`src/rtl/rtc_display_scan.sv`:
```
// rtl/rtc_display_scan.sv - HH.MM.SS six-digit multiplexed 7-segment scanner for RTC time fields
// Glitch-filtered input, frame-synchronous load, registered outputs with anti-ghost blanking.
module rtc_display_scan #(
    parameter int SCAN_DIV       = 50000,
    parameter int BLANK_CYC      = 16,
    parameter bit SEG_ACTIVE_LOW = 1'b1,
    parameter bit DIG_ACTIVE_LOW = 1'b1,
    parameter bit SUPPRESS_HZ    = 1'b0
) (
    input  logic       clk,
    input  logic       reset,
    input  logic [5:0] seconds,
    input  logic [5:0] minutes,
    input  logic [4:0] hours,
    input  logic       enable,
    output logic [6:0] seg,
    output logic       dp,
    output logic [5:0] dig_en,
    output logic       frame_tick
);

    localparam int             CW        = (SCAN_DIV > 2) ? $clog2(SCAN_DIV) : 1;
    localparam logic [CW-1:0]  CNT_LAST  = CW'(SCAN_DIV - 1);
    localparam logic [CW-1:0]  BLANK_END = CW'(BLANK_CYC);
    localparam logic [6:0]     SEG_OFF   = {7{SEG_ACTIVE_LOW}};
    localparam logic [5:0]     DIG_OFF   = {6{DIG_ACTIVE_LOW}};
    localparam logic [6:0]     SEG_DASH  = 7'h40;
    localparam logic [6:0]     SEG_BLANK = 7'h00;

    logic [16:0]   samp;
    logic [16:0]   stable;
    logic [16:0]   disp;
    logic [CW-1:0] cnt;
    logic [2:0]    idx;
    logic          en_d;

    function automatic logic [6:0] font(input logic [3:0] d);
        logic [6:0] r;
        case (d)
            4'd0:    r = 7'h3F;
            4'd1:    r = 7'h06;
            4'd2:    r = 7'h5B;
            4'd3:    r = 7'h4F;
            4'd4:    r = 7'h66;
            4'd5:    r = 7'h6D;
            4'd6:    r = 7'h7D;
            4'd7:    r = 7'h07;
            4'd8:    r = 7'h7F;
            4'd9:    r = 7'h6F;
            default: r = SEG_DASH;
        endcase
        return r;
    endfunction

    // {tens, ones} of a 0..63 value by compare/subtract; >=60 is flagged separately
    function automatic logic [7:0] split60(input logic [5:0] v);
        logic [7:0] r;
        if (v >= 6'd50)      r = {4'd5, 4'(v - 6'd50)};
        else if (v >= 6'd40) r = {4'd4, 4'(v - 6'd40)};
        else if (v >= 6'd30) r = {4'd3, 4'(v - 6'd30)};
        else if (v >= 6'd20) r = {4'd2, 4'(v - 6'd20)};
        else if (v >= 6'd10) r = {4'd1, 4'(v - 6'd10)};
        else                 r = {4'd0, v[3:0]};
        return r;
    endfunction

    function automatic logic [7:0] split24(input logic [4:0] v);
        logic [7:0] r;
        if (v >= 5'd20)      r = {4'd2, 4'(v - 5'd20)};
        else if (v >= 5'd10) r = {4'd1, 4'(v - 5'd10)};
        else                 r = {4'd0, v[3:0]};
        return r;
    endfunction

    logic [5:0] d_sec;
    logic [5:0] d_min;
    logic [4:0] d_hr;
    logic [3:0] s_t, s_o, m_t, m_o, h_t, h_o;
    logic       sec_bad, min_bad, hr_bad;
    logic       hz_blank;
    logic [6:0] slot_code;
    logic       slot_dp;
    logic [5:0] slot_dig;

    assign {d_hr, d_min, d_sec} = disp;

    always_comb begin
        {s_t, s_o} = split60(d_sec);
        {m_t, m_o} = split60(d_min);
        {h_t, h_o} = split24(d_hr);
        sec_bad    = (d_sec > 6'd59);
        min_bad    = (d_min > 6'd59);
        hr_bad     = (d_hr > 5'd23);
    end

    always_comb begin
        slot_code = SEG_BLANK;
        slot_dp   = 1'b0;
        slot_dig  = 6'b000000;
        hz_blank  = 1'b0;
        case (idx)
            3'd0: slot_code = sec_bad ? SEG_DASH : font(s_o);
            3'd1: slot_code = sec_bad ? SEG_DASH : font(s_t);
            3'd2: slot_code = min_bad ? SEG_DASH : font(m_o);
            3'd3: slot_code = min_bad ? SEG_DASH : font(m_t);
            3'd4: slot_code = hr_bad  ? SEG_DASH : font(h_o);
            3'd5: begin
                hz_blank  = SUPPRESS_HZ && (d_hr < 5'd10);
                slot_code = hr_bad ? SEG_DASH : (hz_blank ? SEG_BLANK : font(h_t));
            end
            default: slot_code = SEG_BLANK;
        endcase
        slot_dp = ((idx == 3'd4) || (idx == 3'd2)) && !d_sec[0];
        // digit drive only after the blanking window so the previous digit can discharge
        if ((cnt >= BLANK_END) && !hz_blank && (idx <= 3'd5))
            slot_dig = 6'b000001 << idx;
    end

    always_ff @(posedge clk) begin
        if (reset) begin
            samp       <= '0;
            stable     <= '0;
            disp       <= '0;
            cnt        <= '0;
            idx        <= '0;
            en_d       <= 1'b0;
            seg        <= SEG_OFF;
            dp         <= SEG_ACTIVE_LOW;
            dig_en     <= DIG_OFF;
            frame_tick <= 1'b0;
        end else begin
            samp <= {hours, minutes, seconds};
            if ({hours, minutes, seconds} == samp)
                stable <= samp;
            en_d       <= enable;
            frame_tick <= 1'b0;

            if (!enable) begin
                cnt    <= '0;
                idx    <= '0;
                seg    <= SEG_OFF;
                dp     <= SEG_ACTIVE_LOW;
                dig_en <= DIG_OFF;
            end else begin
                if (cnt == CNT_LAST) begin
                    cnt <= '0;
                    if (idx == 3'd5) begin
                        idx        <= 3'd0;
                        disp       <= stable;
                        frame_tick <= 1'b1;
                    end else begin
                        idx <= idx + 3'd1;
                    end
                end else begin
                    cnt <= cnt + CW'(1);
                end

                // first cycle after enable rises: fresh frame, pins stay dark this cycle
                if (!en_d) begin
                    disp       <= stable;
                    frame_tick <= 1'b1;
                    seg        <= SEG_OFF;
                    dp         <= SEG_ACTIVE_LOW;
                    dig_en     <= DIG_OFF;
                end else begin
                    seg    <= slot_code ^ SEG_OFF;
                    dp     <= slot_dp ^ SEG_ACTIVE_LOW;
                    dig_en <= slot_dig ^ DIG_OFF;
                end
            end
        end
    end

endmodule
```
`config.mk`:
```
export PLATFORM = sky130hd
export DESIGN_NAME = rtc_display_scan
export DESIGN_NICKNAME = d
export VERILOG_FILES = /design/src/rtl/rtc_display_scan.sv
export SDC_FILE = /design/constraint.sdc
export NUM_CORES = 1
export LEC_CHECK = 0
export CORE_ASPECT_RATIO = 2
export CORE_MARGIN = 8
export CORE_UTILIZATION = 50
export DETAILED_ROUTE_END_ITERATION = 12
export GPL_TIMING_DRIVEN = 0
export PLACE_DENSITY_LB_ADDON = 0.08
export SLEW_MARGIN = 20
export SYNTH_ARGS = -nofsm -noshare
export SYNTH_HDL_FRONTEND = slang
export SYNTH_SLANG_ARGS = --single-unit
```
`constraint.sdc`:
```
create_clock -name clk -period 5.15 [get_ports clk]
set_clock_uncertainty 0.1 [all_clocks]
set_input_delay 0.515 -clock clk [delete_from_list [all_inputs] [get_ports clk]]
set_output_delay 0.515 -clock clk [all_outputs]
set_load 0.005 [all_outputs]
```
== After elaboration in Yosys (flattened, before gate mapping) ==
Memory sizes are Yosys's and may differ from the RTL's.
Index checks and enable logic that the tools add are counted.

* $add $sub $neg: 14
* Magnitude comparators: 17
* Reduce and logical (&&, ||, !) cells: 9
* Bitwise operators: 5
* Equality and inequality tests: 9
* Shift operators: 1
* Mux-type cells: 27

{| class="wikitable"
|+ Operators with widths
! operator !! number
|-
| 2-to-1 mux 7 bit || 9
|-
| 2-to-1 mux 17 bit || 3
|-
| one-hot mux 7 bit (6 select lines) || 1
|-
| 2-to-1 mux 6 bit || 6
|-
| subtractor 4 bit (second input constant) || 7
|-
| >= comparator 6 x 5 -> 1 bit (second input constant) || 4
|-
| >= comparator 6 bit (second input constant) || 4
|-
| == test 17 bit || 1
|-
| adder 16 x 1 -> 16 bit (second input constant) || 1
|-
| == test 16 bit (second input constant) || 1
|-
| >= comparator 16 x 5 -> 1 bit (second input constant) || 1
|-
| 2-to-1 mux 5 bit || 3
|-
| >= comparator 6 x 4 -> 1 bit (second input constant) || 2
|-
| greater-than comparator 6 bit (second input constant) || 2
|-
| subtractor 4 x 3 -> 4 bit (second input constant) || 3
|-
| 2-to-1 mux 8 bit || 1
|-
| subtractor 4 x 2 -> 4 bit (second input constant) || 2
|-
| NOT 7 bit || 1
|-
| == test 3 x 2 -> 1 bit (second input constant) || 2
|-
| == test 3 bit (second input constant) || 2
|-
| NOT 6 bit || 1
|-
| OR reduction 3 bit || 2
|-
| left shift 1 x 3 -> 6 bit (first input constant) || 1
|-
| >= comparator 5 x 4 -> 1 bit (second input constant) || 1
|-
| 15 further kinds || 21
|}

* Bits in registers: 86
* Memories: 6
* Input bits: 20
* Memory bits (read-only): 672
* Output and inout port bits: 15

{| class="wikitable"
|+ Memories
! name !! words !! bits a word !! rd ports !! clocked after memory_dff !! write ports !! line !! source
|-
| (no name shown) || 16 || 7 || 1 || 0 || 0 || 39 || <nowiki>case (d)</nowiki>
|-
| (no name shown) || 16 || 7 || 1 || 0 || 0 || 39 ||
|-
| (no name shown) || 16 || 7 || 1 || 0 || 0 || 39 ||
|-
| (no name shown) || 16 || 7 || 1 || 0 || 0 || 39 ||
|-
| (no name shown) || 16 || 7 || 1 || 0 || 0 || 39 ||
|-
| (no name shown) || 16 || 7 || 1 || 0 || 0 || 39 ||
|}

== Depth between registers and ports, before layout ==
An unclocked memory read counts as a cell.

* Depth in word-level cells: 10
* Gate-level depth with buffers: 15

== Worst setup path after synthesis ==
OpenSTA, ideal clock, no wires.

* Path kind: register to register
* Start: register disp[3]
* End: register seg[5]
* Required time: 4.954 ns
* Setup slack: 2.072 ns
* Data arrival time: 2.882 ns
* Buffers on the path: 1
* Cell stages (with the launch flop): 12
* Clock period less this slack: 3.078 ns
* Path through: dfxtp_1 -> clkbuf_1 -> inv_1 -> ha_1 -> and4bb_1 -> nor3_2 -> a211oi_2 -> xnor2_1 -> inv_1 -> ha_1 -> o211a_1 -> o41ai_2

* Word-level cells in the longest chain between the ends: 10
* Elaborated cells on any way between the ends: 22
* Classes of those cells: add/sub (5); order compare (6); mux (8); bitwise (1); memory (2)

{| class="wikitable"
|+ Ends and longest elaborated chain
! element !! line !! source
|-
| start: declaration || 32 || <nowiki>logic [16:0] disp;</nowiki>
|-
| start signal: assignment || 149 || <nowiki>disp <= stable;</nowiki>
|-
| start signal: assignment || 160 || <nowiki>disp <= stable;</nowiki>
|-
| >= comparator 6 x 4 -> 1 bit or subtractor 4 bit (tied branches) || 62 || <nowiki>else if (v >= 6'd10) r = {4'd1, 4'(v - 6'd10)};</nowiki>
|-
| 2-to-1 mux 5 bit || 62 ||
|-
| 2-to-1 mux 6 bit || 61 || <nowiki>else if (v >= 6'd20) r = {4'd2, 4'(v - 6'd20)};</nowiki>
|-
| 2-to-1 mux 6 bit || 60 || <nowiki>else if (v >= 6'd30) r = {4'd3, 4'(v - 6'd30)};</nowiki>
|-
| 2-to-1 mux 7 bit || 59 || <nowiki>else if (v >= 6'd40) r = {4'd4, 4'(v - 6'd40)};</nowiki>
|-
| 2-to-1 mux 8 bit || 58 || <nowiki>if (v >= 6'd50) r = {4'd5, 4'(v - 6'd50)};</nowiki>
|-
| memory read (16 x 7 bit) || n/a ||
|-
| 2-to-1 mux 7 bit (on tied branches) || 103, 102 ||
|-
| one-hot mux 7 bit (6 select lines) (*) || 101 || <nowiki>case (idx)</nowiki>
|-
| NOT 7 bit (no source line) (*) || n/a ||
|-
| end signal: assignment || 166 || <nowiki>seg <= slot_code ^ SEG_OFF;</nowiki>
|-
| end: declaration || 16 || <nowiki>output logic [6:0] seg,</nowiki>
|}

Every way passes the cells marked *; elsewhere a longest branch is shown, timed or not.
A chain may end at the register's enable or synchronous reset.

== Final worst setup path ==
Same ends and word-level chain as after synthesis.

==> flow_metrics.tcl <==
set metrics [dict create \
    status "finished, final reports clean" \
    ant_nets 0 \
    maxCapViolCount 0 \
    crit_path_max_fanout 10 \
    vias_per_cell 5.64 \
    synth_edf_count 0 \
    yosysUniqueCellTypes 73 \
    critPathKind "flip-flop to flip-flop" \
    slowest_stage "xnor2_1" \
    drtIter0Drc 268 \
    syn_nets 702 \
    synthToLayoutAreaGrowth_pct 15.5 \
    power_leakage_nw 2.46 \
    yosys_most_used_dff "dfxtp_1" \
    nNetsFinal 746 \
    arrival_ns 3.84 \
    rsz0062_at_grt "false" \
    die_area_mm2 0.0147 \
    cp-start-kind "flip-flop" \
    syn-instance-count 634 \
    drive_above_1_share 0.0600 \
    tns_ns 0 \
    yosysWarnings 0 \
    place_area_mm2 0.00595 \
    fmax_mhz 270 \
    slowest_delay_ns 0.48 \
    first_pass_iters 4 \
    yosys.area.top_type "dfxtp_1" \
    htree_levels 3 \
    num_rows 54 \
    fin_cells 823 \
    grt_max_degree 18 \
    post-place-cells 807 \
    synth-seq-area-share 0.316 \
    grt_pass1_wl_mm 21.8 \
    path_clk_slew_ns 0.07 \
    crit_buf_inv 3 \
    final.min_clock_period_ns 3.71 \
    drc_errors 0 \
    ctsLongestPathBuffers 2 \
    synth_top_area_frac 0.316 \
    io_pins 35 \
    ys_ff_latch 86 \
    cts_num_sinks 86 \
    io_buffers 33 \
    postCtsSetupBuffers 0 \
    crit_required_ns 5.29 \
    gr-usage-met2 0.313 \
    worstPathCellList "clkbuf_1 > inv_1 > ha_1 > and4bb_1 > nor3_2 > a211oi_2 > xnor2_1 > inv_1 > ha_1 > o211a_1 > o41ai_2" \
    post_drt_wl_per_cell_um 15.9 \
    grtUsageMet1 0.209 \
    die_w_um 89.8 \
    avgSynthCellArea_um2 8.59 \
    cts_inserted_buffers 9 \
    cts_hold_buffers 0 \
    busiest_layer "met2" \
    dr_total_vias 4644 \
    antenna_found_initial 0 \
    finalWirelength_mm 13.1 \
    async_flop_share 0 \
    finalSetupViolCount 0 \
    grt_pass1_vias 4488 \
    critical_path.top_delay_family "compound AO/OA/AOI/OAI gates" \
    cts_resized 0 \
    die_height_um 164 \
    powerDensity_mw_per_mm2 235 \
    grt-ovfl-total 0 \
    ys_top_cells_by_area "dfxtp_1 (32%), ha_1 (11%), mux2i_1 (7.0%)" \
    endpoint_kind "flip-flop" \
    syn-cell-area_mm2 0.00545 \
    relSlewSlack 0.455 \
    hold_viol 0 \
    gp_congestion 0.902 \
    hpwl_mm 10.1 \
    clock-root-buffer "clkbuf_16" \
    fin_area_mm2 0.00629 \
    layout_commonest_cell "dfxtp_1" \
    cts_tree "done" \
    met3_usage 0.0313 \
    track_usage 0.180 \
    hold_class "flip-flop to flip-flop" \
    slew_violations 0 \
    layout_common_cells "dfxtp_1 (86), nor2_1 (79), ha_1 (48), nand2_1 (45), mux2i_1 (38)" \
    coreArea_mm2 0.0107 \
    start_util 0.507 \
    diodes 0 \
    fin_crit_sh 0.720 \
    tightest_slew_ns 0.811 \
    clk_latency_ns 0.34 \
    peakVddDrop_v 0.000258 \
]
[worst reg2reg max path: stages, from the launching register on]
cell and delay [ns]:
dfxtp_1 0.39, clkbuf_1 0.41, inv_1 0.17, ha_1 0.21, and4bb_1 0.21, nor3_2 0.40
a211oi_2 0.24, xnor2_1 0.48, inv_1 0.16, ha_1 0.23, o211a_1 0.24, o41ai_2 0.36
[layer usage]
metal / routed length, µm / share of wire
met2: 6560 / 0.50
met4: 355 / 0.027
met3: 393 / 0.030
met1: 5770 / 0.44
met5: 0 / 0
[through the flow]
stage	setup WS, ns	hold WS (ns)	util	power [mW]
floorplan	2.07	0.326	-	0.728
global placement	1.52	0.342	0.554	0.760
detailed placement	1.48	0.347	0.554	0.761
finish	1.44	0.360	0.586	1.48
CTS	1.44	0.363	0.586	1.50
global route	1.12	0.404	0.586	1.53
[cells in the mapped netlist (7+ instances only)]
cell	count
a211oi_1	12
a21oi_1	15
and3_1	7
buf_2	7
clkbuf_1	17
dfxtp_1	86
ha_1	48
inv_1	30
mux2i_1	38
nand2_1	45
nand2b_1	8
nand3_1	16
nor2_1	79
nor2b_1	25
nor3_1	12
o211ai_1	9
o21a_1	10
o21ai_0	22
xnor2_1	14
xor2_1	20
[registers in the layout, summed over array words and instances (netlist names)]
| register | flops |
|---|---|
| seg | 7 |
| dp | 1 |
| cnt | 16 |
| en_d | 1 |
| dig_en | 6 |
| samp | 17 |
| idx | 3 |
| stable | 17 |
| disp | 17 |
| frame_tick | 1 |
[worst paths after layout]
| check | from | endpoint | slack, ns | cells past startpoint |
|---|---|---|---|---|
| hold reg to reg | cnt[0]$_SDFF_PP0_ | cnt[0]$_SDFF_PP0_ | 0.36 | 1 |
| hold / removal | cnt[0]$_SDFF_PP0_ | cnt[0]$_SDFF_PP0_ | 0.36 | 1 |
| setup / recovery | disp[3]$_SDFFE_PP0P_ | seg[5]$_SDFF_PP1_ | 1.44 | 11 |
| setup reg to reg | disp[3]$_SDFFE_PP0P_ | seg[5]$_SDFF_PP1_ | 1.44 | 11 |
[final cells by class]
type | count | area [µm²]
clock inverters | 7 | 115
clock buffers | 9 | 225
plain buffers | 27 | 129
multi-input cells | 491 | 3480
flip-flops and latches | 86 | 1720
well taps | 140 | 175
fillers | 997 | 4450
inverters | 30 | 113
repair buffers | 33 | 330
[logic make-up (layout without fill, tap and decap cells)]
group / count (synthesis) / count (layout) / synth area share
compound gates: 132 / 132 / 0.183
fa+ha+maj: 48 / 48 / 0.110
mux: 38 / 38 / 0.0698
flops: 86 / 86 / 0.316
buf+inv: 57 / 106 / 0.0443
simple gates: 239 / 239 / 0.222
xor+xnor: 34 / 34 / 0.0547
[where the power goes]
group / switching [mW] / internal (mW) / total, mW / leakage (nW)
logic: 0.0301 / 0.0324 / 0.0625 / 1.60
registers: 0.00700 / 0.675 / 0.682 / 0.699
clock network: 0.298 / 0.438 / 0.736 / 0.163
(Power assumes the default switching activity.)
==> RTL change 1: new RTL, same flow settings <==
The parameter `SCAN_DIV` goes from 50000 to 100000.
--- a/src/rtl/rtc_display_scan.sv
+++ b/src/rtl/rtc_display_scan.sv
@@ -2,5 +2,5 @@
 // Glitch-filtered input, frame-synchronous load, registered outputs with anti-ghost blanking.
 module rtc_display_scan #(
-    parameter int SCAN_DIV       = 50000,
+    parameter int SCAN_DIV       = 100000,
     parameter int BLANK_CYC      = 16,
     parameter bit SEG_ACTIVE_LOW = 1'b1,
Behaviour: no difference found for any inputs over 4 cycles, from zero or initial values and one cycle with reset high; that may be too few to reach the edited logic, so the function may still have changed.
==> RTL change 1 against the original RTL <==
- wire length shrank 2.1%
- sequential cell count grew 1
- cell area shrank 0.32%
- largest power group unchanged
- maximum frequency down 3.4%
- sequential share of layout area grew 0.41 points
- utilization down 0.19 points
- critical path depth unchanged
- count of clock-buffer cells in the layout is 2 higher
- power shrank 1.3%
- via count decreased by 0.37%
- setup slack lost 0.13 ns
- synthesized cell count up 1.6%
- synthesized area barely moved
==> RTL change 1: results <==
placed_design:
  dp.final_hpwl_um: 9740
  placed_cells: 817
  pre_cts_slack_ns: 1.35
  gp_congestion: 0.920
  place_area_mm2: 0.00595
worst_setup_path:
  crit_slowest_cell: "a2111oi_0"
  r2r_start: "disp[2]"
  cp_slowest_stage_delay_ns: 0.72
  path_max_fanout: 8
  cp.arrival_ns: 3.95
  rr_endpoint: "seg[3]"
synthesis:
  postSynth.asyncResetShare: 0
  synthTopCellsByArea: "dfxtp_1 32%, ha_1 11%, mux2i_1 6.8%"
  ys_seq_area_frac: 0.320
  ys_types: 74
  synth_nets: 712
  synthTopCellsByCount: "87 x dfxtp_1, 80 x nor2_1, 48 x ha_1"
  synthFlopType: "dfxtp_1"
  syn_area_per_cell_um2: 8.46
outcome:
  status: "completed"
detailed_routing:
  wirelength_met1_um: 5600
  met2WireLength_um: 6420
  dr.pass1.iters: 7
  route.met3.wl_um: 452
  vias_per_cell: 5.55
  wl_um: 12800
  drt_iter0_markers: 333
  num_vias: 4627
grt:
  use_met1: 0.204
  use_met2: 0.302
  gr-usage-met3: 0.0304
  grt_pass1_vias: 4380
  grt_pass1_wl_um: 21300
  grt_start_max_net_pins: 15
  grtUsageTotal: 0.175
pwr:
  ir_drop_mv: 0.220
  powerComb_mw: 0.0614
  leakagePower_nw: 2.48
  power.share.clock: 0.486
  intPower_mw: 1.15
  finalPower_mw: 1.46
sta:
  tightest_slew_ns: 0.904
  fin_crit_ns: 3.84
  hold_ws_ns: 0.374
hold_path:
  worstHoldPathCells: 1
  hp-start: "cnt[0]"
clock_tree:
  worstSkewPairLatency_ns: 0.34
finish:
  fin_nets: 756
  fill_cells: 988
  layout-drive-gt1-share: 0.0620
==> RTL change 1: cells by family (layout without fill, tap and decap cells) <==
logic type | after synthesis | in the layout | share of synthesized area
AO/OA/AOI/OAI | 125 | 125 | 0.164
XOR/XNOR | 34 | 34 | 0.0547
adder cells (fa/ha/maj) | 48 | 48 | 0.110
buffers and inverters | 61 | 110 | 0.0457
flip-flops | 87 | 87 | 0.320
multiplexers | 41 | 41 | 0.0763
AND/OR/NAND/NOR | 248 | 248 | 0.229
==> RTL change 1: final cells by class <==
class | count | area (µm²) | area share
timing repair buffer | 33 | 330 | 0.0527
multi-input combinational | 496 | 3460 | 0.551
inverter | 33 | 124 | 0.0197
sequential | 87 | 1740 | 0.278
tap | 140 | 175 | 0.0279
buffer | 28 | 125 | 0.0199
clock buffer | 11 | 243 | 0.0387
clock inverter | 5 | 78.8 | 0.0126
==> RTL change 2: new RTL, same flow settings <==
Without the edit above. Register the inputs `seconds`, `minutes`, `hours` and `enable` before use, cleared by the reset. The logic sees them one clock later. Comments in the files are not updated.
--- a/src/rtl/rtc_display_scan.sv
+++ b/src/rtl/rtc_display_scan.sv
@@ -27,4 +27,23 @@
     localparam logic [6:0]     SEG_DASH  = 7'h40;
     localparam logic [6:0]     SEG_BLANK = 7'h00;
+
+    logic [5:0] seconds_q;
+    logic [5:0] minutes_q;
+    logic [4:0] hours_q;
+    logic enable_q;
+
+    always_ff @(posedge clk) begin
+        if (reset) begin
+            seconds_q <= '0;
+            minutes_q <= '0;
+            hours_q   <= '0;
+            enable_q  <= '0;
+        end else begin
+            seconds_q <= seconds;
+            minutes_q <= minutes;
+            hours_q   <= hours;
+            enable_q  <= enable;
+        end
+    end
 
     logic [16:0]   samp;
@@ -130,11 +149,11 @@
             frame_tick <= 1'b0;
         end else begin
-            samp <= {hours, minutes, seconds};
-            if ({hours, minutes, seconds} == samp)
+            samp <= {hours_q, minutes_q, seconds_q};
+            if ({hours_q, minutes_q, seconds_q} == samp)
                 stable <= samp;
-            en_d       <= enable;
+            en_d       <= enable_q;
             frame_tick <= 1'b0;
 
-            if (!enable) begin
+            if (!enable_q) begin
                 cnt    <= '0;
                 idx    <= '0;
Check against the original RTL: not equivalent (Yosys sat finds a counterexample within 4 cycles, from zero or initial values and one cycle with reset high).
==> RTL change 2 against the original RTL <==
- power increased by 9.8%
- setup slack got worse by 0.0099 ns
- sequential power increased by 21%
- sequential cell count increased by 18
- cell area increased by 5.2%
- synthesized area increased by 6.2%
- wire length increased by 3.8%
- utilization increased by 0.075 points
- largest power group is now registers
==> RTL change 2: results <==
placed_design:
  dp.final_hpwl_um: 10900
  placed_cells: 834
  gp_congestion: 0.868
  port-buffer-count: 33
worst_setup_path:
  cp.arrival_ns: 3.83
  path_max_fanout: 7
synthesis:
  postSynth.asyncResetShare: 0
  synthFlopType: "dfxtp_1"
  synthTopCellsByArea: "dfxtp_1 36%, ha_1 10%, mux2i_1 6.7%"
  ys_seq_area_frac: 0.360
  ys_types: 70
  syn_area_per_cell_um2: 8.78
  ys_warn_count: 0
  synthTopCellsByCount: "104 x dfxtp_1, 94 x nor2_1, 48 x ha_1"
  synth_nets: 727
clock_tree:
  post_cts_buffers: 0
  worstSkewPairLatency_ns: 0.34
  clk_path_buf_depth: 2
  numCtsBuffers: 9
  postCtsResizedCells: 0
  htreeDepth: 3
  clock-root-buffer: "clkbuf_16"
  path_clk_slew_ns: 0.07
grt:
  grt_pass1_wl_um: 22700
  grtUsageTotal: 0.180
  antenna_found_initial: 0
  grt_pass1_vias: 4836
  grt_start_max_net_pins: 19
sta:
  tightest_slew_ns: 0.855
finish:
  layout-drive-gt1-share: 0.0720
  stdcell_count: 850
  fill_cells: 1059
  antenna-diode-count: 0
  fin_nets: 771
  reg.largest.list: "disp x17, samp x17, stable x17"
outcome:
  status: "completed"
detailed_routing:
  vias_per_cell: 5.56
  wire_per_inst_um: 16.0
  dr.pass1.iters: 4
  drt_iter0_markers: 202
pwr:
  leakagePower_nw: 2.71
  ir_drop_mv: 0.220
hold_path:
  hp-class: "reg2reg"
## RTL change 2: final timing paths
check	cells past startpoint	slack [ns]	endpoint	from
min reg2reg	1	0.37	samp[9]	minutes_q[3]
max reg2reg	12	1.43	seg[5]	disp[2]
min	1	0.37	samp[9]	minutes_q[3]
max	12	1.43	seg[5]	disp[2]
## RTL change 2: worst max-delay path: stages, from the launching register on
cell and delay, ns:
dfxtp_1 0.51, inv_1 0.22, ha_1 0.29, a2111oi_4 0.46
o41ai_2 0.19, a21o_1 0.22, a21oi_2 0.33, xnor2_2 0.22
inv_1 0.14, ha_1 0.22, or3_1 0.37, a31oi_1 0.21
o31ai_1 0.11
## RTL change 2: cell type report
type | count | area share
buffer | 27 | 0.0198
clock buffer | 9 | 0.0340
clock inverter | 7 | 0.0153
inverter | 37 | 0.0210
multi-input combinational | 491 | 0.519
sequential | 104 | 0.314
tap | 142 | 0.0268
timing repair buffer | 33 | 0.0499
## RTL change 2: logic make-up (layout without fill, tap and decap cells)
| logic type | Yosys count | count (layout) | synth area share |
|---|---|---|---|
| AO/OA/AOI/OAI | 109 | 109 | 0.141 |
| XOR/XNOR | 35 | 35 | 0.0543 |
| adder cells (fa/ha/maj) | 48 | 48 | 0.104 |
| buffers and inverters | 64 | 113 | 0.0467 |
| flip-flops | 104 | 104 | 0.360 |
| multiplexers | 44 | 44 | 0.0772 |
| AND/OR/NAND/NOR | 255 | 255 | 0.217 |
## RTL change 2: metrics by stage
stage	area (µm²)	hold slack, ns	power [mW]	setup WS, ns
floorplan	5790	0.342	0.880	2.03
global placement	6290	0.362	0.906	1.51
detailed placement	6290	0.367	0.908	1.45
CTS	6620	0.377	1.64	1.42
global route	6620	0.390	1.68	1.16
finish	6620	0.373	1.62	1.43
## RTL change 2: where the power goes
| part | total, mW | switching, mW | internal [mW] |
|---|---|---|---|
| combinational | 0.0595 | 0.0272 | 0.0323 |
| clock | 0.737 | 0.306 | 0.431 |
| sequential | 0.828 | 0.00982 | 0.818 |
## RTL change 2: routing by layer
metal  up-vias  track usage  wire length, µm
li1       2362            -                -
met1      2247        0.167             4960
met2        86        0.357             7780
met3        34       0.0254              319
met4         0       0.0982              506
met5         -            0                0
